`config.mk`:
```
export PLATFORM = sky130hd
export DESIGN_NAME = entropy_codeword_gen_flat
export DESIGN_NICKNAME = d
export VERILOG_FILES = /design/src/rtl/entropy_codeword_gen_if.sv /design/src/rtl/entropy_codeword_gen.sv /design/src/flat_wrapper.sv
export SDC_FILE = /design/constraint.sdc
export NUM_CORES = 1
export LEC_CHECK = 0
export CAP_MARGIN = 20
export CORE_MARGIN = 5
export CORE_UTILIZATION = 50
export CTS_CLUSTER_SIZE = 30
export DETAILED_ROUTE_END_ITERATION = 6
export GPL_TIMING_DRIVEN = 0
export PLACE_DENSITY = 0.75
export SLEW_MARGIN = 5
export SYNTH_ARGS = -nofsm -noshare
export SYNTH_HDL_FRONTEND = slang
export SYNTH_SLANG_ARGS = --single-unit
```
`constraint.sdc`:
```
create_clock -name clk -period 5.9 [get_ports clk]
set_clock_uncertainty 0.05 [all_clocks]
set_input_delay 1.77 -clock clk [delete_from_list [all_inputs] [get_ports clk]]
set_output_delay 1.77 -clock clk [all_outputs]
set_load 0.1 [all_outputs]
```
`src/rtl/entropy_codeword_gen_if.sv`:
```
// Sample-in / codeword-out handshake bundle for entropy_codeword_gen.
// The slave modport is the encoder's view; master is the producer/consumer side.
interface entropy_codeword_gen_if #(
  parameter int VAL_W  = 16,
  parameter int CODE_W = 48,
  parameter int LEN_W  = 6
);
  logic              in_valid;
  logic              in_ready;
  logic [VAL_W-1:0]  in_val;
  logic [2:0]        in_rice_k;
  logic [2:0]        in_exp_k;
  logic [3:0]        in_switch_q;
  logic              in_is_ac_level;
  logic              in_is_minus;
  logic              out_valid;
  logic              out_ready;
  logic [CODE_W-1:0] out_code;
  logic [LEN_W-1:0]  out_len;
  logic              out_err;

  modport slave (
    input  in_valid, in_val, in_rice_k, in_exp_k, in_switch_q,
    input  in_is_ac_level, in_is_minus, out_ready,
    output in_ready, out_valid, out_code, out_len, out_err
  );

  modport master (
    output in_valid, in_val, in_rice_k, in_exp_k, in_switch_q,
    output in_is_ac_level, in_is_minus, out_ready,
    input  in_ready, out_valid, out_code, out_len, out_err
  );
endinterface

```
`src/rtl/entropy_codeword_gen.sv`:
```
// Three-stage ProRes hybrid Rice / exp-Golomb codeword generator with an
// optional trailing sign bit; valid/ready on both sides, full throughput.
module entropy_codeword_gen #(
  parameter int VAL_W  = 16,
  parameter int CODE_W = 48,
  parameter int LEN_W  = 6
) (
  input logic clk,
  input logic reset_n,
  entropy_codeword_gen_if.slave bus
);

  // Internal body/shift width leaves headroom for VAL_W+7 bit intermediates.
  localparam int          BW       = VAL_W + 8;
  localparam int          LNW      = $clog2(2 * BW + 4) + 1;
  localparam logic [31:0] CODE_LIM = 32'(CODE_W);
  localparam logic [31:0] LEN_SAT  = 32'((1 << LEN_W) - 1);

  logic              s1_valid_q, s1_valid_d;
  logic [VAL_W-1:0]  s1_val_q, s1_val_d;
  logic [2:0]        s1_rice_k_q, s1_rice_k_d;
  logic [2:0]        s1_exp_k_q, s1_exp_k_d;
  logic [3:0]        s1_switch_q_q, s1_switch_q_d;
  logic              s1_ac_q, s1_ac_d;
  logic              s1_minus_q, s1_minus_d;

  logic              s2_valid_q, s2_valid_d;
  logic              s2_eg_q, s2_eg_d;
  logic [BW-1:0]     s2_body_q, s2_body_d;
  logic [LNW-1:0]    s2_len_q, s2_len_d;
  logic [2:0]        s2_exp_k_q, s2_exp_k_d;
  logic              s2_ac_q, s2_ac_d;
  logic              s2_minus_q, s2_minus_d;

  logic              out_valid_q, out_valid_d;
  logic [CODE_W-1:0] out_code_q, out_code_d;
  logic [LEN_W-1:0]  out_len_q, out_len_d;
  logic              out_err_q, out_err_d;

  logic              s1_free, s2_free, s3_free;

  logic [VAL_W-1:0]  q1;
  logic              eg1;
  logic [BW-1:0]     val_x, one_k, rice_body, v_prime;
  logic [LNW-1:0]    rice_len;

  logic [LNW-1:0]    msb_n, eg_len, len2, len3;
  logic [BW:0]       code3;
  logic [31:0]       len3_w;
  logic              err3;

  // A stage may load when it is empty or its content is moving on this edge.
  assign s3_free      = !out_valid_q || bus.out_ready;
  assign s2_free      = !s2_valid_q || s3_free;
  assign s1_free      = !s1_valid_q || s2_free;
  assign bus.in_ready = s1_free;

  always_comb begin
    q1        = s1_val_q >> s1_rice_k_q;
    eg1       = q1 > VAL_W'(s1_switch_q_q);
    val_x     = BW'(s1_val_q);
    one_k     = BW'(1) << s1_rice_k_q;
    rice_body = one_k | (val_x & (one_k - BW'(1)));
    rice_len  = LNW'(q1) + LNW'(s1_rice_k_q) + LNW'(1);
    // Never negative in exp-Golomb mode because q > switch_q there.
    v_prime   = val_x - ((BW'(s1_switch_q_q) + BW'(1)) << s1_rice_k_q)
                + (BW'(1) << s1_exp_k_q);
  end

  always_comb begin
    msb_n = '0;
    for (int i = 0; i < BW; i++) begin
      if (s2_body_q[i]) msb_n = LNW'(i);
    end
    eg_len = (msb_n << 1) + LNW'(1) - LNW'(s2_exp_k_q);
    len2   = s2_eg_q ? eg_len : s2_len_q;
    len3   = len2 + LNW'(s2_ac_q);
    code3  = s2_ac_q ? {s2_body_q, s2_minus_q} : {1'b0, s2_body_q};
    len3_w = 32'(len3);
    err3   = len3_w > CODE_LIM;
  end

  always_comb begin
    s1_valid_d    = s1_valid_q;
    s1_val_d      = s1_val_q;
    s1_rice_k_d   = s1_rice_k_q;
    s1_exp_k_d    = s1_exp_k_q;
    s1_switch_q_d = s1_switch_q_q;
    s1_ac_d       = s1_ac_q;
    s1_minus_d    = s1_minus_q;
    s2_valid_d    = s2_valid_q;
    s2_eg_d       = s2_eg_q;
    s2_body_d     = s2_body_q;
    s2_len_d      = s2_len_q;
    s2_exp_k_d    = s2_exp_k_q;
    s2_ac_d       = s2_ac_q;
    s2_minus_d    = s2_minus_q;
    out_valid_d   = out_valid_q;
    out_code_d    = out_code_q;
    out_len_d     = out_len_q;
    out_err_d     = out_err_q;

    if (s1_free) begin
      s1_valid_d = bus.in_valid;
      if (bus.in_valid) begin
        s1_val_d      = bus.in_val;
        s1_rice_k_d   = bus.in_rice_k;
        s1_exp_k_d    = bus.in_exp_k;
        s1_switch_q_d = bus.in_switch_q;
        s1_ac_d       = bus.in_is_ac_level;
        s1_minus_d    = bus.in_is_minus;
      end
    end

    if (s2_free) begin
      s2_valid_d = s1_valid_q;
      if (s1_valid_q) begin
        s2_eg_d    = eg1;
        s2_body_d  = eg1 ? v_prime : rice_body;
        s2_len_d   = rice_len;
        s2_exp_k_d = s1_exp_k_q;
        s2_ac_d    = s1_ac_q;
        s2_minus_d = s1_minus_q;
      end
    end

    if (s3_free) begin
      out_valid_d = s2_valid_q;
      if (s2_valid_q) begin
        out_err_d  = err3;
        out_code_d = err3 ? '0 : CODE_W'(code3);
        out_len_d  = (len3_w > LEN_SAT) ? '1 : LEN_W'(len3);
      end
    end
  end

  always_ff @(posedge clk or negedge reset_n) begin
    if (!reset_n) begin
      s1_valid_q    <= 1'b0;
      s1_val_q      <= '0;
      s1_rice_k_q   <= '0;
      s1_exp_k_q    <= '0;
      s1_switch_q_q <= '0;
      s1_ac_q       <= 1'b0;
      s1_minus_q    <= 1'b0;
      s2_valid_q    <= 1'b0;
      s2_eg_q       <= 1'b0;
      s2_body_q     <= '0;
      s2_len_q      <= '0;
      s2_exp_k_q    <= '0;
      s2_ac_q       <= 1'b0;
      s2_minus_q    <= 1'b0;
      out_valid_q   <= 1'b0;
      out_code_q    <= '0;
      out_len_q     <= '0;
      out_err_q     <= 1'b0;
    end else begin
      s1_valid_q    <= s1_valid_d;
      s1_val_q      <= s1_val_d;
      s1_rice_k_q   <= s1_rice_k_d;
      s1_exp_k_q    <= s1_exp_k_d;
      s1_switch_q_q <= s1_switch_q_d;
      s1_ac_q       <= s1_ac_d;
      s1_minus_q    <= s1_minus_d;
      s2_valid_q    <= s2_valid_d;
      s2_eg_q       <= s2_eg_d;
      s2_body_q     <= s2_body_d;
      s2_len_q      <= s2_len_d;
      s2_exp_k_q    <= s2_exp_k_d;
      s2_ac_q       <= s2_ac_d;
      s2_minus_q    <= s2_minus_d;
      out_valid_q   <= out_valid_d;
      out_code_q    <= out_code_d;
      out_len_q     <= out_len_d;
      out_err_q     <= out_err_d;
    end
  end

  assign bus.out_valid = out_valid_q;
  assign bus.out_code  = out_code_q;
  assign bus.out_len   = out_len_q;
  assign bus.out_err   = out_err_q;

endmodule

```
`src/flat_wrapper.sv`:
```
// flat-port wrapper written by rule: the top's interface ports become plain ports
module entropy_codeword_gen_flat 
#(
  parameter int VAL_W  = 16,
  parameter int CODE_W = 48,
  parameter int LEN_W  = 6
)
  (clk, reset_n, bus_in_valid, bus_in_val, bus_in_rice_k, bus_in_exp_k, bus_in_switch_q, bus_in_is_ac_level, bus_in_is_minus, bus_out_ready, bus_in_ready, bus_out_valid, bus_out_code, bus_out_len, bus_out_err);
  entropy_codeword_gen_if #(.VAL_W(VAL_W), .CODE_W(CODE_W), .LEN_W(LEN_W)) bus_i ();
  input logic clk;
  input logic reset_n;
  input wire logic [$bits(bus_i.in_valid)-1:0] bus_in_valid;
  input wire logic [$bits(bus_i.in_val)-1:0] bus_in_val;
  input wire logic [$bits(bus_i.in_rice_k)-1:0] bus_in_rice_k;
  input wire logic [$bits(bus_i.in_exp_k)-1:0] bus_in_exp_k;
  input wire logic [$bits(bus_i.in_switch_q)-1:0] bus_in_switch_q;
  input wire logic [$bits(bus_i.in_is_ac_level)-1:0] bus_in_is_ac_level;
  input wire logic [$bits(bus_i.in_is_minus)-1:0] bus_in_is_minus;
  input wire logic [$bits(bus_i.out_ready)-1:0] bus_out_ready;
  output wire logic [$bits(bus_i.in_ready)-1:0] bus_in_ready;
  output wire logic [$bits(bus_i.out_valid)-1:0] bus_out_valid;
  output wire logic [$bits(bus_i.out_code)-1:0] bus_out_code;
  output wire logic [$bits(bus_i.out_len)-1:0] bus_out_len;
  output wire logic [$bits(bus_i.out_err)-1:0] bus_out_err;
  assign bus_i.in_valid = bus_in_valid;
  assign bus_i.in_val = bus_in_val;
  assign bus_i.in_rice_k = bus_in_rice_k;
  assign bus_i.in_exp_k = bus_in_exp_k;
  assign bus_i.in_switch_q = bus_in_switch_q;
  assign bus_i.in_is_ac_level = bus_in_is_ac_level;
  assign bus_i.in_is_minus = bus_in_is_minus;
  assign bus_i.out_ready = bus_out_ready;
  assign bus_in_ready = bus_i.in_ready;
  assign bus_out_valid = bus_i.out_valid;
  assign bus_out_code = bus_i.out_code;
  assign bus_out_len = bus_i.out_len;
  assign bus_out_err = bus_i.out_err;
  entropy_codeword_gen #(.VAL_W(VAL_W), .CODE_W(CODE_W), .LEN_W(LEN_W)) u_core (.clk(clk), .reset_n(reset_n), .bus(bus_i));
endmodule
```
==> flow_summary_export.csv <==
group,metric,value,unit
global_route,grt_pass1_wl,28700,µm
synth,ys_seq_area_frac,0.349,
place,hpwl,13600,µm
synth,synth.avg_cell_area,9.19,µm²
setup_path,path_max_fanout,3,
floorplan,start_util,0.513,
sta,relSlewSlack,0.351,
cts,cts_root_buf,"clkbuf_16",
synth,async_flop_share,1.00,
floorplan,core,14000,µm²
floorplan,die_h,130,µm
drt,drt_wl_total,17200,µm
sta,final_max_slew_viol_count,0,
place,dpl_cell_area,8150,µm²
pwr,total_power,4350,µW
sta,hold_viol_final,0,
floorplan,row_count,43,
flow_run,maxCapViolCount,0,
synth,syn-cell-area,7170,µm²
cts,cts_resized,0,
setup_path,reg2reg_depth,16,
drt,viasPerCell,5.57,
global_route,grt_max_degree,66,
pwr,ir_drop,270,µV
floorplan,die_w,130,µm
worst_hold_path,hold_path_class,"reg2reg",
sta,fin_crit_sh,0.914,
floorplan,io-pin-count,89,
synth,synth_top_flop_cell,"dfrtp_1",
cts,cts_sinks,100,
layout,design_area,8430,µm²
layout,fillCellCount,1248,
cts,cts_hold_buf,0,
sta,final.min_clock_period,5400,ps
cts,cts_setup_buffers,0,
global_route,grtUsageTotal,0.213,
outcome,outcome,"finished, final reports clean",
floorplan,die-area,16800,µm²
global_route,grt_overflow,0,
drt,drtAntennaViolNets,0,
cts,cts_tree,"yes",
setup_path,cp-end-kind,"primary output",
cts,clk-insertion-delay-late,360,ps
setup_path,startpoint_type,"input pin",
synth,synth-seq-cells,100,
layout,drive_above_1_share,0.109,
drt,vias,5930,
sta,tns,0,ps
synth,synth_edf_count,0,
cts,cts_buffers,9,
sta,tightest_slew,971,ps
setup_path,timing.rr.end,"u_core.s2_body_q[21]",
global_route,grt_pass1_vias,5663,
drt,dr.pass1.iters,5,
drt,drc,0,
sta,fin_ws,505,ps
layout,synthToLayoutAreaGrowth,17.6,%
cts,cts.clk_slew.worst_paths,70,ps
setup_path,cp-endpoint,"bus_in_ready",
cts,h-tree-depth,3,
place,portBuffers,65,
place,pre_cts_ws,503,ps
layout,diodes,0,
sta,rsz0062_at_grt,"no",
synth,ys_types,73,
drt,drt-initial-drc-count,528,
setup_path,reg2reg_from,"u_core.s1_rice_k_q[1]",
pwr,p_leak,0.00374,µW
drt,post_drt_wl_per_cell,16.2,µm
setup_path,slowest_delay,1150,ps
setup_path,cp_slowest_cell,"clkdlybuf4s50_1",
synth,netlist_instances,780,
global_route,grt_antenna_before_repair,0,
layout,final_nets,960,
sta,hold_slack,430,ps
setup_path,path_class,"in2out",
cts,clock_path_buffers,2,
setup_path,worstPathRequired,4080,ps
setup_path,cp_num_buf_inv,2,
place,routabilityCongestion,0.935,
setup_path,cp.depth,4,
sta,final-setup-viol-count,0,
synth,ys.warnings.count,0,
setup_path,critPathTopFamily,"buffers and inverters",
setup_path,critPathLaunch,"bus_out_ready",
setup_path,r2r_slack,780,ps
pwr,powerDensity,517,nW/µm²
setup_path,crit_path_frequent_cell,"clkdlybuf4s50_1",
setup_path,crit_arrival,3580,ps
setup_path,crit_chain,"clkdlybuf4s50_1 -> nor2b_1 -> nand3_1 -> clkdlybuf4s50_1",
sta,max_freq,185,MHz
synthesized netlist by cell type, types with 4 or more instances:
cell type | count | share of area
dfrtp_1 | 100 | 0.35
nand2_1 | 99 | 0.052
inv_1 | 50 | 0.026
o21ai_0 | 48 | 0.034
nor2_1 | 40 | 0.021
ha_1 | 39 | 0.068
mux2i_1 | 38 | 0.053
a21oi_1 | 35 | 0.024
mux2_2 | 29 | 0.046
clkbuf_1 | 26 | 0.014
buf_4 | 24 | 0.025
xnor2_1 | 16 | 0.020
o21ai_1 | 15 | 0.010
nor3_1 | 14 | 0.0098
nand3_1 | 13 | 0.0091
o31ai_1 | 13 | 0.014
nand2b_1 | 11 | 0.0096
nand3b_1 | 11 | 0.012
a211oi_1 | 10 | 0.010
fa_1 | 10 | 0.028
o211ai_1 | 8 | 0.0084
a21o_1 | 7 | 0.0073
and2_1 | 7 | 0.0061
mux4_2 | 7 | 0.022
nor2b_1 | 7 | 0.0061
o21a_1 | 6 | 0.0063
o22a_1 | 6 | 0.0073
xor2_1 | 6 | 0.0073
a31oi_1 | 5 | 0.0044
buf_2 | 5 | 0.0035
nor4_1 | 5 | 0.0044
o22ai_1 | 5 | 0.0044
a32o_1 | 4 | 0.0056
nand4_1 | 4 | 0.0035
flip-flops by register name, indices dropped and copies added (netlist names):
signal	flops
u_core.s1_val_q	16
u_core.s2_exp_k_q	3
u_core.s2_minus_q	1
u_core.s1_valid_q	1
u_core.s1_rice_k_q	3
u_core.bus.out_len	6
u_core.s2_body_q	24
u_core.s1_minus_q	1
u_core.s1_exp_k_q	3
u_core.s2_len_q	7
u_core.s2_eg_q	1
u_core.bus.out_valid	1
u_core.s2_valid_q	1
u_core.s1_ac_q	1
u_core.s1_switch_q_q	4
u_core.bus.out_err	1
u_core.s2_ac_q	1
u_core.bus.out_code	25
tightest hold or removal path, cell delays in order, from the launching register on:
cell and delay [ps]:
dfrtp_1 350, nand2_1 50, nand2_1 50
metrics by stage:
step,utilization,cells
CTS,0.603,1064
detailed placement,0.583,1048
floorplan,-,802
finish,0.603,1064
global placement,0.581,1047
global route,0.603,1064
cell families (layout without fill, tap and decap cells):
logic type / after synthesis / in the layout / synth area share
AO/OA/AOI/OAI: 195 / 195 / 0.181
XOR/XNOR: 22 / 22 / 0.0269
AND/OR/NAND/NOR: 230 / 230 / 0.153
buffers and inverters: 109 / 191 / 0.0726
multiplexers: 74 / 74 / 0.121
flip-flops: 100 / 100 / 0.349
adder cells (fa/ha/maj): 49 / 49 / 0.0960
other: 1 / 23 / 0.000523
layout by cell type, fill, tap and decap left out, drive strengths merged, types with 5 or more instances in the layout:
cell type and n:
a21oi 35, nand3b 11, nor3 14, o31ai 13, mux2i 38, mux4 7, nor4 5, a21o 7
xor2 6, nor2b 7, o22a 6, nand2b 11, a31oi 5, o21a 6, a211oi 11, nand3 13
xnor2 16, clkdlybuf4s50 64, o21ai 64, nand2 99, inv 52, dfrtp 100, o22ai 5, mux2 29
buf 35, clkbuf 37, o211ai 9, ha 39, nor2 41, conb 23, and2 7, fa 10
routing by layer:
| metal | GRT usage | vias to the layer above | part of all wire |
|---|---|---|---|
| li1 | - | 2937 | - |
| met4 | 0.0740 | 0 | 0.023 |
| met3 | 0.0360 | 32 | 0.059 |
| met2 | 0.344 | 171 | 0.47 |
| met1 | 0.293 | 2790 | 0.44 |
| met5 | 0 | - | 0 |
worst min-delay path by stage:
| stage | from | to | slack [ps] | depth (start not counted) |
|---|---|---|---|---|
| 6_report | u_core.s1_ac_q | u_core.s2_ac_q | 430 | 2 |
| 5_1_grt | u_core.bus.out_code[21] | u_core.bus.out_code[21] | 450 | 2 |
| 4_1_cts | u_core.s1_minus_q | u_core.s2_minus_q | 430 | 2 |
| 3_5_place_dp | u_core.s1_minus_q | u_core.s2_minus_q | 420 | 2 |
| 3_3_place_gp | u_core.s1_ac_q | u_core.s2_ac_q | 400 | 2 |
| 2_1_floorplan | u_core.s1_ac_q | u_core.s2_ac_q | 380 | 2 |
power breakdown:
part | internal [µW] | switching [µW]
Combinational | 937 | 1730
Sequential | 904 | 213
Clock | 292 | 281
Total | 2130 | 2220
area by class of cell:
| type | count | area [µm²] | area share |
|---|---|---|---|
| multi-input cells | 593 | 4230 | 0.502 |
| clock buffers | 11 | 233 | 0.0276 |
| repair buffers | 66 | 676 | 0.0802 |
| flip-flops and latches | 100 | 2500 | 0.297 |
| inverters | 50 | 188 | 0.0223 |
| plain buffers | 59 | 333 | 0.0395 |
| clock inverters | 5 | 43.8 | 0.00520 |
| well taps | 180 | 225 | 0.0267 |
Power figures use the tool's default switching activity.
